### src/rtl/ipv4_builder.sv
// Transmit-side IPv4 header generator: emits a 20-byte header (IHL=5) followed by pass-through payload.
// Define IPV4_BUILDER_CSUM_EN to compute the header checksum in an extra CSUM cycle; otherwise it is 0x0000.
module ipv4_builder #(
   parameter int unsigned DATA_WIDTH = 64,
   parameter logic [7:0]  TTL        = 8'd64
) (
   input  logic                              clk,
   input  logic                              rst_n,
   input  logic                              hdr_valid_in,
   output logic                              hdr_ready_out,
   input  logic [31:0]                       src_ip,
   input  logic [31:0]                       dst_ip,
   input  logic [7:0]                        protocol,
   input  logic [15:0]                       payload_len,
   input  logic [DATA_WIDTH-1:0]             tdata_in,
   input  logic [$clog2(DATA_WIDTH/8+1)-1:0] idx_in,
   input  logic                              data_valid_in,
   input  logic                              last_flag_in,
   output logic                              payload_ready,
   output logic [DATA_WIDTH-1:0]             tdata_out,
   output logic [$clog2(DATA_WIDTH/8+1)-1:0] idx_out,
   output logic                              data_valid_out,
   output logic                              last_flag_out,
   input  logic                              tx_ready_in
);

   localparam int unsigned BYTES      = DATA_WIDTH / 8;
   localparam int unsigned IW         = $clog2(BYTES + 1);
   localparam int unsigned HDR_BEATS  = (20 + BYTES - 1) / BYTES;
   localparam int unsigned LAST_BYTES = 20 - (HDR_BEATS - 1) * BYTES;
   localparam int unsigned BW         = (HDR_BEATS > 1) ? $clog2(HDR_BEATS) : 1;

   typedef enum logic [1:0] {
      S_IDLE,
      S_CSUM,
      S_HDR,
      S_PAY
   } state_t;

   state_t                state_q, state_d;
   logic                  hdr_ready_q, hdr_ready_d;
   logic [31:0]           src_q, src_d;
   logic [31:0]           dst_q, dst_d;
   logic [7:0]            proto_q, proto_d;
   logic [15:0]           total_len_q, total_len_d;
   logic                  len_zero_q, len_zero_d;
   logic [15:0]           ident_q, ident_d;
   logic [15:0]           pkt_ident_q, pkt_ident_d;
   logic [15:0]           csum_q, csum_d;
   logic [BW-1:0]         beat_q, beat_d;
   logic [DATA_WIDTH-1:0] tdata_q, tdata_d;
   logic [IW-1:0]         idx_q, idx_d;
   logic                  valid_q, valid_d;
   logic                  last_q, last_d;

   logic                  load_en;
   logic                  hdr_fire;
   logic                  last_hdr_beat;
   logic [159:0]          hdr_vec;
   logic [HDR_BEATS*DATA_WIDTH-1:0] hdr_pad;
   logic [DATA_WIDTH-1:0] hdr_beat;
   logic [IW-1:0]         hdr_idx;

   assign load_en       = !valid_q || tx_ready_in;
   assign hdr_fire      = hdr_valid_in && hdr_ready_q && (state_q == S_IDLE);
   assign last_hdr_beat = (beat_q == BW'(HDR_BEATS - 1));
   assign hdr_idx       = last_hdr_beat ? IW'(LAST_BYTES) : IW'(BYTES);

   assign hdr_ready_out  = hdr_ready_q;
   assign payload_ready  = (state_q == S_PAY) && load_en;
   assign tdata_out      = tdata_q;
   assign idx_out        = idx_q;
   assign data_valid_out = valid_q;
   assign last_flag_out  = last_q;

   // Header image, byte k at [k*8 +: 8]; multi-byte fields are big-endian on the wire.
   always_comb begin
      hdr_vec            = '0;
      hdr_vec[0 +: 8]    = 8'h45;
      hdr_vec[16 +: 8]   = total_len_q[15:8];
      hdr_vec[24 +: 8]   = total_len_q[7:0];
      hdr_vec[32 +: 8]   = pkt_ident_q[15:8];
      hdr_vec[40 +: 8]   = pkt_ident_q[7:0];
      hdr_vec[48 +: 8]   = 8'h40;
      hdr_vec[64 +: 8]   = TTL;
      hdr_vec[72 +: 8]   = proto_q;
      hdr_vec[80 +: 8]   = csum_q[15:8];
      hdr_vec[88 +: 8]   = csum_q[7:0];
      for (int unsigned b = 0; b < 4; b++) begin
         hdr_vec[(12 + b) * 8 +: 8] = src_q[(3 - b) * 8 +: 8];
         hdr_vec[(16 + b) * 8 +: 8] = dst_q[(3 - b) * 8 +: 8];
      end
   end

   always_comb begin
      hdr_pad          = '0;
      hdr_pad[159:0]   = hdr_vec;
      hdr_beat         = hdr_pad[int'(beat_q) * DATA_WIDTH +: DATA_WIDTH];
   end

`ifdef IPV4_BUILDER_CSUM_EN
   logic [19:0] csum_sum;
   logic [16:0] csum_f1;
   logic [15:0] csum_f2;

   // Checksum field is zero while summing; two folds absorb every carry of the 20-bit sum.
   always_comb begin
      csum_sum = 20'(16'h4500) + 20'(total_len_q) + 20'(pkt_ident_q) + 20'(16'h4000)
               + 20'({TTL, proto_q}) + 20'(src_q[31:16]) + 20'(src_q[15:0])
               + 20'(dst_q[31:16]) + 20'(dst_q[15:0]);
      csum_f1  = 17'(csum_sum[15:0]) + 17'(csum_sum[19:16]);
      csum_f2  = csum_f1[15:0] + 16'(csum_f1[16]);
   end
`endif

   always_comb begin
      state_d     = state_q;
      src_d       = src_q;
      dst_d       = dst_q;
      proto_d     = proto_q;
      total_len_d = total_len_q;
      len_zero_d  = len_zero_q;
      ident_d     = ident_q;
      pkt_ident_d = pkt_ident_q;
      csum_d      = csum_q;
      beat_d      = beat_q;
      tdata_d     = tdata_q;
      idx_d       = idx_q;
      valid_d     = valid_q;
      last_d      = last_q;

      if (load_en) begin
         valid_d = 1'b0;
      end

      case (state_q)
         S_IDLE: begin
            if (hdr_fire) begin
               src_d       = src_ip;
               dst_d       = dst_ip;
               proto_d     = protocol;
               total_len_d = payload_len + 16'd20;
               len_zero_d  = (payload_len == 16'd0);
               pkt_ident_d = ident_q;
               ident_d     = ident_q + 16'd1;
               csum_d      = '0;
               beat_d      = '0;
`ifdef IPV4_BUILDER_CSUM_EN
               state_d     = S_CSUM;
`else
               state_d     = S_HDR;
`endif
            end
         end
         S_CSUM: begin
`ifdef IPV4_BUILDER_CSUM_EN
            csum_d  = ~csum_f2;
`endif
            state_d = S_HDR;
         end
         S_HDR: begin
            if (load_en) begin
               tdata_d = hdr_beat;
               idx_d   = hdr_idx;
               valid_d = 1'b1;
               last_d  = last_hdr_beat && len_zero_q;
               if (last_hdr_beat) begin
                  beat_d  = '0;
                  state_d = len_zero_q ? S_IDLE : S_PAY;
               end else begin
                  beat_d  = beat_q + BW'(1);
               end
            end
         end
         S_PAY: begin
            if (data_valid_in && load_en) begin
               tdata_d = tdata_in;
               idx_d   = idx_in;
               valid_d = 1'b1;
               last_d  = last_flag_in;
               if (last_flag_in) begin
                  state_d = S_IDLE;
               end
            end
         end
         default: state_d = S_IDLE;
      endcase

      hdr_ready_d = (state_d == S_IDLE);
   end

   always_ff @(posedge clk or negedge rst_n) begin
      if (!rst_n) begin
         state_q     <= S_IDLE;
         hdr_ready_q <= 1'b0;
         src_q       <= '0;
         dst_q       <= '0;
         proto_q     <= '0;
         total_len_q <= '0;
         len_zero_q  <= 1'b0;
         ident_q     <= '0;
         pkt_ident_q <= '0;
         csum_q      <= '0;
         beat_q      <= '0;
         tdata_q     <= '0;
         idx_q       <= '0;
         valid_q     <= 1'b0;
         last_q      <= 1'b0;
      end else begin
         state_q     <= state_d;
         hdr_ready_q <= hdr_ready_d;
         src_q       <= src_d;
         dst_q       <= dst_d;
         proto_q     <= proto_d;
         total_len_q <= total_len_d;
         len_zero_q  <= len_zero_d;
         ident_q     <= ident_d;
         pkt_ident_q <= pkt_ident_d;
         csum_q      <= csum_d;
         beat_q      <= beat_d;
         tdata_q     <= tdata_d;
         idx_q       <= idx_d;
         valid_q     <= valid_d;
         last_q      <= last_d;
      end
   end

endmodule

### config.mk
export PLATFORM = sky130hd
export DESIGN_NAME = ipv4_builder
export DESIGN_NICKNAME = d
export VERILOG_FILES = /design/src/rtl/ipv4_builder.sv
export SDC_FILE = /design/constraint.sdc
export NUM_CORES = 1
export LEC_CHECK = 0
export ABC_CLOCK_PERIOD_IN_PS = 3100
export CORE_ASPECT_RATIO = 0.7
export CORE_MARGIN = 1
export CORE_UTILIZATION = 40
export CTS_CLUSTER_DIAMETER = 200
export DETAILED_ROUTE_END_ITERATION = 8
export PLACE_DENSITY = 0.68
export SETUP_SLACK_MARGIN = 0.05
export SYNTH_ARGS = -nofsm -noshare
export SYNTH_HDL_FRONTEND = slang
export SYNTH_SLANG_ARGS = --single-unit
### constraint.sdc
create_clock -name clk -period 3.1 [get_ports clk]
set_input_delay 0.31 -clock clk [delete_from_list [all_inputs] [get_ports clk]]
set_output_delay 0.31 -clock clk [all_outputs]
set_load 0.01 [all_outputs]
==> flow_summary.ini <==
[logic_synthesis]
synthTopCellsByArea = dfrtp_1 56%, nand2_1 16%, o21ai_0 4.8%, a22oi_1 4.5%, mux2_2 4.2%
syn-num-nets = 1090
synth_area_um2 = 8760
async_flop_share_pct = 100
ys_seq_elements = 196
yosysWarnings = 0
yosysUniqueCellTypes = 39
ys_seq_area_share_pct = 56.0
ys.flop_type = dfrtp_1
synth_top_area_share_pct = 56.0
synth_area_per_cell_um2 = 9.47
netlist_instances = 925
yosys.area.top_type = dfrtp_1
synth_edf_count = 0

[global_routing]
grt_max_degree = 94
antenna_found_initial = 0
grt_pass1_vias = 6888
grt-ovfl-total = 0
grt.total_usage_pct = 22.0
grt_pass1_wl_um = 38000

[routing]
drc = 0
viasPerCell = 5.03
ant_nets = 0
drt_wl_total_um = 24100
vias = 7142
post_drt_wl_per_cell_um = 17.0
dr.pass1.iters = 5
dr.first_iter.drc_count = 542

[floorplan]
rows = 44
die_h_um = 126
initial_core_util_pct = 41.5
fp.coreArea_um2 = 21100
ios = 234
die_x_um = 179
dieArea_um2 = 22500

[placement]
numPortBuffers = 233
gp_congestion = 0.841
place_hpwl_um = 16800
dp_cells = 1387
dp_slack_ns = 0.797

[worst_setup_path]
worstPathRequired_ns = 2.79
reg2reg_depth = 4
cp_max_fo = 22
r2r_start = state_q[0]
r2r_slack_ns = 1.01
cp-end-kind = output pin
crit_arrival_ns = 2.26
r2r_end = tdata_out[29]
crit_path_start_kind = flop
worst-setup-path-type = flop to output pin

[power_and_ir_drop]
p_leak_nw = 5.40
intPower_mw = 6.03
power_frac_seq_pct = 40.9
power.total_mw = 9.29
power_density_nw_per_um2 = 785
p_sw_share_pct = 35.1
pwr-share-clk_pct = 23.5
power_frac_comb_pct = 35.6
p_switching_mw = 3.26
irDropWorstVdd_mv = 0.557

[cells_and_area]
final_cells = 1419
fillers = 1908
drive_above_1_share_pct = 7.79
regArea_um2 = 4900
multi_input_area_um2 = 3490
area.growth.synth_to_final_pct = 35.2
fin_nets = 1296
diodes = 0

[sta]
finalHoldViolCount = 0
max_freq_mhz = 390
tightestPinTransition_ns = 1.06
maxSlewViolCount = 0
grt_setup_unrepaired = no
period_minus_slack_ns = 2.57
min_period_over_period_pct = 82.8
slew_headroom_pct = 28.8
fin_tns_setup_ns = 0
setup_ws_ns = 0.533
setup_violations = 0
skew_ns = 0.0136

[hold_path]
min-delay-start = src_ip[3]
min-delay-path-class = input pin to flop
holdPathEnd = src_q[3]
whs_path_depth = 3

[clock_tree]
clk_pin_slew_ns = 0.08
clock_latency_ns = 0.43
htree_levels = 4
cts_sinks = 196
root_buffer = clkbuf_16
numCtsBuffers = 17
post-cts-setup-buffers = 0
clockBufferDepth = 2
cts_tree = done

[run]
cap_violations = 0

[status]
status = finished, final reports clean
power groups by stage:
stage	logic (mW)	registers, mW	clock network [mW]
after floorplan	1.90	3.84	0
after global placement	3.28	3.83	0
after detailed placement	3.34	3.85	0
after CTS	3.35	3.80	2.23
after global routing	3.68	3.90	2.32
final	3.31	3.80	2.18
registers in the layout (all words and copies together), names as in the netlist:
signal / count
beat_q: 2
data_valid_out: 1
dst_q: 32
hdr_ready_out: 1
ident_q: 16
idx_out: 4
last_flag_out: 1
len_zero_q: 1
pkt_ident_q: 16
proto_q: 8
src_q: 32
state_q: 2
tdata_out: 64
total_len_q: 16
worst max-delay path, cell delays in order, from the launching register on:
cell and delay (ns):
dfrtp_1 0.55, and2_2 0.54, and2_1 0.21, clkdlybuf4s50_1 0.53
per-stage QoR:
step	area, um^2	util, %	hold slack, ns
after floorplan	8760	-	0.0144
after global placement	11300	53.4	0.391
after detailed placement	11300	53.4	0.393
after CTS	11800	56.1	0.378
after global routing	11800	56.1	0.386
final	11800	56.1	0.395
logic make-up after synthesis:
logic type      Yosys count  synth area share [%]
xor+xnor                 27                  2.70
flops                   196                  56.0
fa+ha+maj                 3                 0.429
buf+inv                  66                  4.29
mux                      33                  4.24
compound gates          171                  12.0
simple gates            429                  20.3
metal layers:
layer	up-vias	wire, um	GRT usage, %
li1	3488	-	-
met1	3419	11400	32.4
met2	211	10600	32.4
met3	24	1720	4.92
met4	0	349	5.68
met5	-	0	0
cells in the mapped netlist, types with 6 or more instances:
| cell | number |
|---|---|
| xor2_1 | 7 |
| nor2_1 | 6 |
| buf_6 | 6 |
| buf_2 | 32 |
| mux2_2 | 33 |
| o21ai_1 | 17 |
| xnor2_1 | 20 |
| nand2_1 | 368 |
| dfrtp_1 | 196 |
| o21ai_0 | 84 |
| nand3_1 | 15 |
| buf_4 | 11 |
| a221o_1 | 8 |
| clkbuf_1 | 11 |
| a22oi_1 | 52 |
repair_timing:
action,in CTS,in global routing
hold buffers,1,0
endpoints found under the hold margin,79,0
gates resized for setup,0,0
worst max path at each step:
stage	from	to	slack [ns]	cells after the start
3_3_place_gp	data_valid_in	tdata_out[9]	0.85	4
4_1_cts	state_q[1]	payload_ready	0.52	3
3_5_place_dp	data_valid_in	tdata_out[16]	0.80	4
2_1_floorplan	state_q[1]	payload_ready	1.64	5
5_1_grt	state_q[1]	payload_ready	0.42	3
6_report	state_q[1]	payload_ready	0.53	3
final cells by class:
class / instances / share of cell area, %
clock inverters: 13 / 1.23
inverters: 5 / 0.159
clock buffers: 18 / 3.63
repair buffers: 248 / 21.1
flip-flops and latches: 196 / 41.4
multi-input cells: 663 / 29.5
well taps: 276 / 2.92
placed cells by master (no fill, tap or decap), types with 2 or more instances in the layout:
cell type and count:
a21oi_1 4, a221o_1 8, a22oi_1 52, and2_1 4
and3_1 4, buf_12 4, buf_4 10, clkbuf_16 17
clkdlybuf4s50_1 232, clkinv_4 3, clkinvlp_4 2, dfrtp_1 196
ha_1 3, inv_1 5, inv_6 4, inv_8 2
mux2_2 33, nand2_1 368, nand2b_1 3, nand3_1 15
nand4_1 4, nor2_1 6, nor2_2 3, nor2b_1 4
nor3_1 4, nor3b_1 2, nor4_1 5, o21ai_0 84
o21ai_1 17, xnor2_1 20, xor2_1 7
Power figures use the tool's default switching activity.
